**src/rtl/arbiter4x2_if.sv**
```systemverilog
// Handshake bundle for the 4-requester, single-output round-robin arbiter.
// The master modport is the arbiter's view, and the slave modport is the surrounding environment.
interface arbiter4x2_if #(
  parameter int unsigned WIDTH = 2
);
  logic [WIDTH-1:0] I0;
  logic [WIDTH-1:0] I1;
  logic [WIDTH-1:0] I2;
  logic [WIDTH-1:0] I3;
  logic [3:0]       V;
  logic [3:0]       R;
  logic [WIDTH-1:0] O;
  logic             OV;
  logic             OR;
  logic [1:0]       S;

  modport master (
    input  I0, I1, I2, I3, V, OR,
    output R, O, OV, S
  );

  modport slave (
    output I0, I1, I2, I3, V, OR,
    input  R, O, OV, S
  );
endinterface

```
**src/rtl/arbiter4x2.sv**
```systemverilog
// Round-robin arbiter: four valid/ready requesters feed one registered output slot.
// Drain and reload at the same edge give one word per cycle.
module arbiter4x2 #(
  parameter int unsigned WIDTH = 2
) (
  input logic          CLK,
  input logic          RESET,
  arbiter4x2_if.master bus
);

  typedef enum logic {StEmpty = 1'b0, StFull = 1'b1} state_e;

  state_e           state_q;
  logic [WIDTH-1:0] o_q;
  logic [1:0]       s_q;
  logic [1:0]       last_q;

  logic [1:0]       win;
  logic [1:0]       idx;
  logic             found;
  logic             load;
  logic             grant;
  logic [WIDTH-1:0] win_data;

  // Search starts just after the last grant; k=4 wraps back onto last_q itself.
  always_comb begin
    win   = 2'd0;
    idx   = 2'd0;
    found = 1'b0;
    for (int k = 1; k <= 4; k++) begin
      idx = last_q + 2'(k);
      if (!found && bus.V[idx]) begin
        win   = idx;
        found = 1'b1;
      end
    end
  end

  always_comb begin
    load     = (state_q == StEmpty) || bus.OR;
    grant    = load && found && !RESET;
    bus.R    = grant ? (4'b0001 << win) : 4'b0000;
    win_data = win[1] ? (win[0] ? bus.I3 : bus.I2) : (win[0] ? bus.I1 : bus.I0);
  end

  always_ff @(posedge CLK) begin
    if (RESET) begin
      state_q <= StEmpty;
      o_q     <= '0;
      s_q     <= 2'd0;
      last_q  <= 2'd3;
    end else if (grant) begin
      state_q <= StFull;
      o_q     <= win_data;
      s_q     <= win;
      last_q  <= win;
    end else if (state_q == StFull && bus.OR) begin
      state_q <= StEmpty;
    end
  end

  assign bus.O  = o_q;
  assign bus.OV = (state_q == StFull);
  assign bus.S  = s_q;

endmodule

```
**src/flat_wrapper.sv**
```systemverilog
// flat-port wrapper written by rule: the top's interface ports become plain ports
module arbiter4x2_flat 
#(
  parameter int unsigned WIDTH = 2
)
  (CLK, RESET, bus_I0, bus_I1, bus_I2, bus_I3, bus_V, bus_OR, bus_R, bus_O, bus_OV, bus_S);
  arbiter4x2_if #(.WIDTH(WIDTH)) bus_i ();
  input logic CLK;
  input logic RESET;
  input wire logic [$bits(bus_i.I0)-1:0] bus_I0;
  input wire logic [$bits(bus_i.I1)-1:0] bus_I1;
  input wire logic [$bits(bus_i.I2)-1:0] bus_I2;
  input wire logic [$bits(bus_i.I3)-1:0] bus_I3;
  input wire logic [$bits(bus_i.V)-1:0] bus_V;
  input wire logic [$bits(bus_i.OR)-1:0] bus_OR;
  output wire logic [$bits(bus_i.R)-1:0] bus_R;
  output wire logic [$bits(bus_i.O)-1:0] bus_O;
  output wire logic [$bits(bus_i.OV)-1:0] bus_OV;
  output wire logic [$bits(bus_i.S)-1:0] bus_S;
  assign bus_i.I0 = bus_I0;
  assign bus_i.I1 = bus_I1;
  assign bus_i.I2 = bus_I2;
  assign bus_i.I3 = bus_I3;
  assign bus_i.V = bus_V;
  assign bus_i.OR = bus_OR;
  assign bus_R = bus_i.R;
  assign bus_O = bus_i.O;
  assign bus_OV = bus_i.OV;
  assign bus_S = bus_i.S;
  arbiter4x2 #(.WIDTH(WIDTH)) u_core (.CLK(CLK), .RESET(RESET), .bus(bus_i));
endmodule
```
**config.mk**
```make
export PLATFORM = sky130hd
export DESIGN_NAME = arbiter4x2_flat
export DESIGN_NICKNAME = d
export VERILOG_FILES = /design/src/rtl/arbiter4x2_if.sv /design/src/rtl/arbiter4x2.sv /design/src/flat_wrapper.sv
export SDC_FILE = /design/constraint.sdc
export NUM_CORES = 1
export LEC_CHECK = 0
export ABC_AREA = 0
export CORE_AREA = 2 2 39 41
export DETAILED_ROUTE_END_ITERATION = 10
export DIE_AREA = 0 0 41 43
export PLACE_DENSITY = 0.79
export SETUP_SLACK_MARGIN = 0.4
export SLEW_MARGIN = 10
export SYNTH_ARGS = -nofsm -noshare
export SYNTH_HDL_FRONTEND = slang
export SYNTH_SLANG_ARGS = --single-unit
export TNS_END_PERCENT = 10
```
**constraint.sdc**
```tcl
create_clock -name CLK -period 1.7 [get_ports CLK]
set_input_delay 0.34 -clock CLK [delete_from_list [all_inputs] [get_ports CLK]]
set_output_delay 0.34 -clock CLK [all_outputs]
set_load 0.02 [all_outputs]
```
After elaboration in Yosys (flattened, before gate mapping):

Index checks and enable logic that the tools add are counted.

* register bits: 7
* input port bits: 15
* output and inout port bits: 9

* add/subtract/negate cells: 3
* magnitude comparators: 4
* shift-type cells: 1
* mux-type cells: 22
* bitwise logic cells: 1
* reduce and logical (&&, ||, !) cells: 12

Operator list (number)
* 2-bit 2-to-1 mux: 7
* 2-bit by 3-bit less-than comparator with 1-bit output, second input constant: 4
* 1-bit 2-to-1 mux: 10
* 1-bit binary-select mux with 2-bit select: 4
* 1-bit logical AND: 6
* 2-bit adder, second input constant: 2
* 1-bit zero test: 4
* 4-bit 2-to-1 mux: 1
* 1-bit by 2-bit left shift with 4-bit output, first input constant: 1
* 2-bit by 1-bit adder with 2-bit output, second input constant: 1
* 2-bit nonzero test: 1
* 1-bit logical OR: 1
* 1-bit inverter: 1

Depth between registers and ports, before layout:

Gate-level depths: netlist of run 1.

* word-level depth: 16
* depth in mapped cells: 6
* depth with buffers taken out: 5

Worst setup path after synthesis of run 1:

No wires, ideal clock.

* path kind: reg-to-output
* start point: register u_core.last_q[1]
* end point: output port bus_R[3]
* arrival time: 1365 ps
* required time: 1360 ps
* setup slack: -5 ps
* stages on the path, launching flop included: 5
* buffers on the path: 0
* path through: dfxtp_1 -> and3b_2 -> o31ai_2 -> or3_4 -> nor2b_1

* cells in the longest elaborated chain, start to end: 16
* elaborated cells between the ends (all ways): 29
* those cells by class: 3 x add/sub; 1 x shift; 17 x mux; 8 x reduce/logical

Ends and longest elaborated chain
* start: declaration: line arbiter4x2.sv:16 `logic [1:0] last_q;`
* start signal: assignment: line arbiter4x2.sv:56 `last_q <= win;`
* 2-bit by 1-bit adder with 2-bit output: line arbiter4x2.sv:31 `idx = last_q + 2'(k);`
* 1-bit binary-select mux with 2-bit select: line arbiter4x2.sv:32 `if (!found && bus.V[idx]) begin`
* 1-bit 2-to-1 mux (not written as such): line arbiter4x2.sv:32
* 1-bit 2-to-1 mux: line arbiter4x2.sv:32
* 1-bit zero test: line arbiter4x2.sv:32
* 1-bit logical AND: line arbiter4x2.sv:32
* 1-bit 2-to-1 mux: line arbiter4x2.sv:32
* 1-bit zero test: line arbiter4x2.sv:32
* 1-bit logical AND: line arbiter4x2.sv:32
* 1-bit 2-to-1 mux: line arbiter4x2.sv:32
* 1-bit zero test: line arbiter4x2.sv:32
* 1-bit logical AND: line arbiter4x2.sv:32
* 1-bit 2-to-1 mux: line arbiter4x2.sv:32
* 1-bit logical AND (2 in series): line arbiter4x2.sv:41 `grant = load && found && !RESET;`
* 4-bit 2-to-1 mux *: line arbiter4x2.sv:42 `bus.R = grant ? (4'b0001 << win) : 4'b0000;`
* end: declaration: line flat_wrapper.sv:16 `output wire logic [$bits(bus_i.R)-1:0] bus_R;`

Mark *: on every way between the ends. The rest lies on a longest branch, timed or not. The select of a mux whose other input is x is not followed.

Worst setup path in the final report of run 1:

Same ends and word-level chain as after synthesis.

==> key figures, run 1 <==
Run status
  – Status: finished, violations left
  – Violations in the final reports: negative setup slack

Drt
  – Total vias in the final route: a little under 500
  – Number of nets still failing antenna checks after routing: 0
  – DRC violation count after routing: 0
  – Post-Route WL: 1280 µm
  – Iteration-0 DRC count of the detailed router: 5
  – Via density per instance: between 4 and 5
  – Average routed wire per standard cell: 12.8 µm
  – Count of TritonRoute iterations in the first routing pass: 4

Clocking
  – TritonCTS sink count: 7
  – Clock slew at reported path FFs: 60 ps
  – Clock tree from TritonCTS: done
  – Post-CTS Hold Buffers: 0
  – Source-to-sink clock delay at the later pin of the worst-skew pair: between 200 and 300 ps
  – Clock tree root driver cell: clkbuf_4
  – CTS buffer count: 3
  – Number of buffers between clock root and the deepest sink: 2
  – CTS H-Tree Depth: 1

Floorplanning
  – Die extent in y: ~43 µm
  – Initial Utilization: 0.331
  – Number of rows in the core area: 14
  – Horizontal die dimension: about 41 µm
  – Core area: 1380 µm²
  – Die area: 1760 µm²
  – Ports: 24

Critical path
  – R2r startpoint: u_core.last_q[1]
  – Worst reg2reg endpoint: u_core.bus.O[1]
  – CP Launch Type: flop
  – Crit path max fanout: 6
  – Reg2Reg Depth: 7
  – Worst-case register-to-register setup slack: 0 ps
  – WS Path Type: flop to output pin
  – Critical path arrival: ~1600 ps
  – Critical path data required time: 1360 ps
  – CP Capture Type: output pin

Yosys
  – Cell types with the largest area share after synthesis: dfxtp_1 31%, mux2i_1 11%, o221ai_4 5.7%, nor2_1 4.9%, nand2b_1 4.1%
  – Post-synth net total: 63
  – Top flip-flop cell by instance count after synthesis: dfxtp_1
  – Most numerous cell types in the synthesized netlist: 7 x dfxtp_1, 6 x nor2_1, 5 x mux2i_1
  – Cell with the most instances after synthesis: dfxtp_1
  – Number of warnings issued by yosys: 0
  – Count of flip-flops with a built-in enable after synthesis: 0
  – Share of flip-flops with an asynchronous set or reset after synthesis: 0
  – Sequential-to-total area share from yosys stat: 0.306
  – Fraction of synthesized cell area taken by the top area cell type: 0.306
  – Library cell occupying the most area in the post-synthesis netlist: dfxtp_1
  – Synthesized area per cell: 9.54 µm²
  – Summed instance area of the synthesized netlist: ~460 µm²
  – Distinct cell type count of the synthesized netlist: 24
  – Cells after Synth: 48
  – Number of storage elements in the synthesis netlist: 7

Power
  – Net Sw Frac: 0.322
  – Reported net switching power: 195 µW
  – Power Density: 696 nW/µm²
  – Leakage power figure: 0.000374 µW
  – Power, Total: 606 µW
  – Share of power burned in registers: 0.328
  – Clock share of power: 0.256
  – Gate power share: 0.416
  – Internal power: 411 µW
  – Maximum ir drop on the vdd rail: 451 µV

Run
  – Number of violations of the max-capacitance limit: 0

STA
  – Final hold slack: 484 ps
  – Post-layout minimum cycle time: 1940 ps
  – Count of final max-slew check failures: 0
  – Portion of the clock cycle consumed by the worst path in the final layout: 1.14
  – Worst slew pin tran: 288 ps
  – Post-route worst setup slack: -244 ps
  – RSZ-0062 raised after global routing: true
  – Hold violation count in the final report: 0
  – Setup Viol. Count Final: 4
  – Fmax: 0.514 GHz
  – Worst rel slew slack: 0.808
  – Largest clock skew in the final design: 9.13 ps

Hold path
  – Startpoint of the most critical hold path: u_core.bus.S[1]
  – Cell count of the worst hold path: 2
  – Endpoint of the worst hold-timing path: u_core.bus.S[1]
  – Tightest Hold Check Type: flop to flop

Final layout
  – Count of filler cells inserted in the layout: 134
  – Multi-input gate area in the final layout: 372 µm²
  – Synth-to-Final Area Change: 90.2%
  – Total Nets Final: 100
  – Share of the core filled with cells in the final layout: 0.629
  – Ant diodes: 0
  – Final Instance Area: between 800 and 900 µm²
  – Fraction of final layout cells with drive strength greater than 1: 0.500
  – Flip-flop and latch area: around 150 µm²

GRT
  – Total overflow reported by the global router: 0
  – Initial antenna violation count: 0
  – First-pass GRT wire length: 1970 µm
  – Vias in the first global route: roughly 470
  – Pin count of the biggest net entering global routing: 9
  – Total GRT Usage: 0.168

Placement
  – Final weighted congestion in routability-driven placement: just under 0.7
  – Post-place instance area: 779 µm²
  – Number of buffers inserted by port buffering: 23
[final cells by class]
| class | count | area share |
|---|---|---|
| Multi-Input combinational cell | 39 | 0.427 |
| Timing Repair Buffer | 34 | 0.352 |
| Sequential cell | 7 | 0.168 |
| Clock buffer | 4 | 0.0302 |
| Tap cell | 16 | 0.0230 |
[stage by stage]
step,worst slack (ps),cells,setup TNS (ps)
finish,-244,100,-763
global route,-289,100,-1160
CTS,-244,100,-749
detailed placement,-962,93,-5340
global placement,-914,93,-5090
floorplan,135,48,0
[kinds of logic after synthesis]
| kind of cell | share of synthesized area |
|---|---|
| AND/OR/NAND/NOR | 0.342 |
| buffers and inverters | 0.0328 |
| AO/OA/AOI/OAI | 0.210 |
| multiplexers | 0.109 |
| flip-flops | 0.306 |
[repair_timing]
item	in CTS	in global routing
setup buffers	3	0
setup endpoints to repair	15	11
hold endpoints to repair	0	0
pin swaps	3	0
gates resized for setup	47	1
[registers in the layout, indices dropped and copies added, names as in the netlist]
name / cells
u_core.bus.O: 2
u_core.bus.OV: 1
u_core.bus.S: 2
u_core.last_q: 2
[routing by layer]
layer  wire length [µm]  up-vias  global-route usage
met1                522      223               0.199
met2                693       13               0.275
li1                   -      246                   -
met5                  0        -                   0
met4                 14        0              0.0800
met3                 49        2              0.0314
[layout by cell type, fill, tap and decap left out, types with 3 or more instances in the layout]
cell type        instances
clkbuf_4                 3
buf_4                   11
dfxtp_1                  4
mux2i_1                  4
clkdlybuf4s50_1          9
buf_6                    3
dlygate4sd2_1            6
nor2_1                   3
[how the worst max path moves through the flow]
stage / start / endpoint / slack [ps] / cells past startpoint
6_report: u_core.last_q[1] / bus_R[3] / -240 / 5
5_1_grt: u_core.last_q[1] / bus_R[3] / -290 / 5
4_1_cts: u_core.last_q[1] / bus_R[3] / -240 / 5
3_5_place_dp: bus_V[0] / bus_R[3] / -960 / 6
3_3_place_gp: bus_V[0] / bus_R[3] / -910 / 6
2_1_floorplan: bus_V[2] / bus_R[1] / 130 / 4
[power groups by stage]
stage | clock (µW) | combinational (µW) | sequential [µW]
2_1_floorplan | 0 | 110 | 216
3_3_place_gp | 0 | 231 | 199
3_5_place_dp | 0 | 236 | 200
4_1_cts | 161 | 253 | 198
5_1_grt | 172 | 269 | 201
6_report | 155 | 252 | 199
[critical path: stages (launching register included)]
cell and delay, ps:
dfxtp_4 380, and3b_2 210, o31ai_4 90, or3_4 420
nor2b_4 120, buf_6 120
Power figures use the tool's default switching activity.
==> run 2: changes to the inputs <==
--- a/config.mk
+++ b/config.mk
@@ -6,11 +6,13 @@
 export NUM_CORES = 1
 export LEC_CHECK = 0
 export ABC_AREA = 0
-export CORE_AREA = 2 2 39 41
+export CORE_AREA = 2 2 41 43
 export DETAILED_ROUTE_END_ITERATION = 10
-export DIE_AREA = 0 0 41 43
-export PLACE_DENSITY = 0.79
+export DIE_AREA = 0 0 43 45
+export GPL_ROUTABILITY_DRIVEN = 0
+export PLACE_DENSITY = 0.76
 export SETUP_SLACK_MARGIN = 0.4
+export SKIP_LAST_GASP = 1
 export SLEW_MARGIN = 10
 export SYNTH_ARGS = -nofsm -noshare
 export SYNTH_HDL_FRONTEND = slang
==> constraint.sdc (replaced) <==
create_clock -name CLK -period 1.6 [get_ports CLK]
set_input_delay 0.32 -clock CLK [delete_from_list [all_inputs] [get_ports CLK]]
set_output_delay 0.32 -clock CLK [all_outputs]
set_load 0.02 [all_outputs]
==> run 2 against run 1 <==
The flow still finishes with violations (negative setup slack). Register-to-register slack lost 140 ps. Hold slack got worse by 45 ps. Setup slack got worse by 12 ps. Critical path type unchanged. Critical endpoint unchanged.
==> key figures, run 2 (synthesized netlist as in run 1, its figures left out) <==
Clocking
  – Clock tree from TritonCTS: done (unchanged)
  – CTS buffer count: 3 (unchanged)
  – CTS H-Tree Depth: 1 (unchanged)
  – TritonCTS sink count: 7 (unchanged)
  – Clock slew at reported path FFs: 60 ps (about the same)
  – Number of buffers between clock root and the deepest sink: 2 (unchanged)
  – Clock tree root driver cell: clkbuf_4 (unchanged)
  – Source-to-sink clock delay at the later pin of the worst-skew pair: 250 ps (was 260 ps)

STA
  – Fmax: about 0.54 GHz
  – Largest clock skew in the final design: 4.35 ps (was 9.13 ps)
  – Portion of the clock cycle consumed by the worst path in the final layout: 1.16
  – Post-layout minimum cycle time: between 1500 and 2000 ps
  – Worst rel slew slack: 0.812 (was 0.808)
  – Worst slew pin tran: 282 ps (was 288 ps)
  – RSZ-0062 raised after global routing: true (unchanged)
  – Count of final max-slew check failures: 0 (unchanged)
  – Setup Viol. Count Final: 5 (was 4)
  – Post-route worst setup slack: -256 ps (was -244 ps)
  – Hold violation count in the final report: 0 (unchanged)

Floorplanning
  – Horizontal die dimension: 43 µm (was 41 µm)
  – Die area: 1940 µm² (was 1760 µm²)
  – Ports: 24 (unchanged)
  – Core area: 1470 µm² (was 1380 µm²)
  – Initial Utilization: 0.311 (was 0.331)
  – Die extent in y: 45 µm (was 43 µm)
  – Number of rows in the core area: 14 (unchanged)

Hold path
  – Cell count of the worst hold path: 3 (was 2)
  – Tightest Hold Check Type: input port to flop (was flop to flop)

Drt
  – Total vias in the final route: 513 (was 484)
  – Via density per instance: 4.89 (was 4.84)
  – Number of nets still failing antenna checks after routing: 0 (unchanged)
  – Iteration-0 DRC count of the detailed router: 9 (was 5)
  – Post-Route WL: 1350 µm (was 1280 µm)
  – Count of TritonRoute iterations in the first routing pass: 2 (was 4)
  – DRC violation count after routing: 0 (unchanged)
  – Average routed wire per standard cell: 12.9 µm (was 12.8 µm)

Critical path
  – Crit path max fanout: 6 (unchanged)
  – CP Launch Type: flop (unchanged)
  – WS Path Type: flop to output pin (unchanged)
  – CP Capture Type: output pin (unchanged)
  – Critical path arrival: 1540 ps (was 1600 ps)
  – Reg2Reg Depth: 7 (unchanged)
  – Critical path data required time: 1280 ps (was 1360 ps)

Power
  – Leakage power figure: 0.000387 µW (was 0.000374 µW)
  – Maximum ir drop on the vdd rail: 390 µV (was 451 µV)
  – Power Density: 746 nW/µm² (was 696 nW/µm²)

Run
  – Number of violations of the max-capacitance limit: 0 (unchanged)

Final layout
  – Most frequent cells in the layout: 16 x buf_4, 14 x clkdlybuf4s50_1, 4 x nor2_1, 4 x mux2i_1, 4 x dfxtp_1 (was 11 x buf_4, 9 x clkdlybuf4s50_1, 6 x dlygate4sd2_1)
  – Fraction of final layout cells with drive strength greater than 1: 0.517 (was 0.500)
  – Share of the core filled with cells in the final layout: 0.616 (was 0.629)
  – Most common cell after layout, fill and taps aside: buf_4 (unchanged)
  – Post-Layout Cell Count: 105 (was 100)
  – Synth-to-Final Area Change: 98.1% (was 90.2%)
  – Ant diodes: 0 (unchanged)
  – Total Nets Final: 105 (was 100)

Placement
  – Placed Instances: 94 (was 93)
  – Detail Placement HPWL: 1000 µm
  – Number of buffers inserted by port buffering: 23 (unchanged)

GRT
  – First-pass GRT wire length: 2190 µm (was 1970 µm)
  – Vias in the first global route: 510 (was 471)
  – Total GRT Usage: 0.155 (was 0.168)
  – Total overflow reported by the global router: 0 (unchanged)
  – Initial antenna violation count: 0 (unchanged)
  – Pin count of the biggest net entering global routing: 9 (unchanged)

Run status
  – Status: finished, violations left (unchanged)
  – Violations in the final reports: negative setup slack (unchanged)
==> run 2: final timing paths <==
path	startpoint	to	slack, ps
min	bus_V[2]	u_core.bus.OV	440
max	u_core.last_q[1]	bus_R[3]	-260
max reg2reg	u_core.last_q[1]	u_core.bus.O[1]	-140
min reg2reg	u_core.bus.S[0]	u_core.bus.S[0]	500
==> run 2: through the flow <==
step	hold slack (ps)	total power [µW]	instance area (µm²)	TNS (ps)	worst slack, ps
5_1_grt	459	719	907	-1540	-317
6_report	439	676	907	-1080	-256
3_3_place_gp	489	465	795	-5520	-943
2_1_floorplan	473	348	492	0	61.1
3_5_place_dp	486	471	795	-5910	-968
4_1_cts	496	675	896	-1090	-255
==> run 2: worst max-delay path, cell delays in order, from the launching register on <==
cell and delay [ps]:
dfxtp_4 380, and3b_2 210, o31ai_4 80, or3_4 380
nor2b_4 120, buf_6 110
==> run 2: routing by layer <==
| layer | share of wire | GRT usage |
|---|---|---|
| met5 | 0 | 0 |
| met4 | 0 | 0.0727 |
| met3 | 0.047 | 0.0320 |
| met2 | 0.52 | 0.285 |
| met1 | 0.43 | 0.172 |
==> run 2: what timing repair did <==
action	CTS	global route
resized for setup	35	6
cloned	0	0
pin swaps	3	1
hold buffers	0	0
setup endpoints to repair	15	15
buffers inserted	7	0
==> run 2: final cells by class <==
| type | count | area, µm² |
|---|---|---|
| tap | 16 | 20.0 |
| sequential | 7 | 146 |
| clock buffer | 4 | 26.3 |
| multi-input combinational | 39 | 378 |
| timing repair buffer | 39 | 337 |
| fill | 122 | 564 |
==> run 2: where the power goes <==
part	total, µW	switching (µW)	internal (µW)	leakage (µW)
Combinational	302	129	174	0.000314
Sequential	211	15.0	196	0.0000582
Clock	163	67.9	95.3	0.0000150
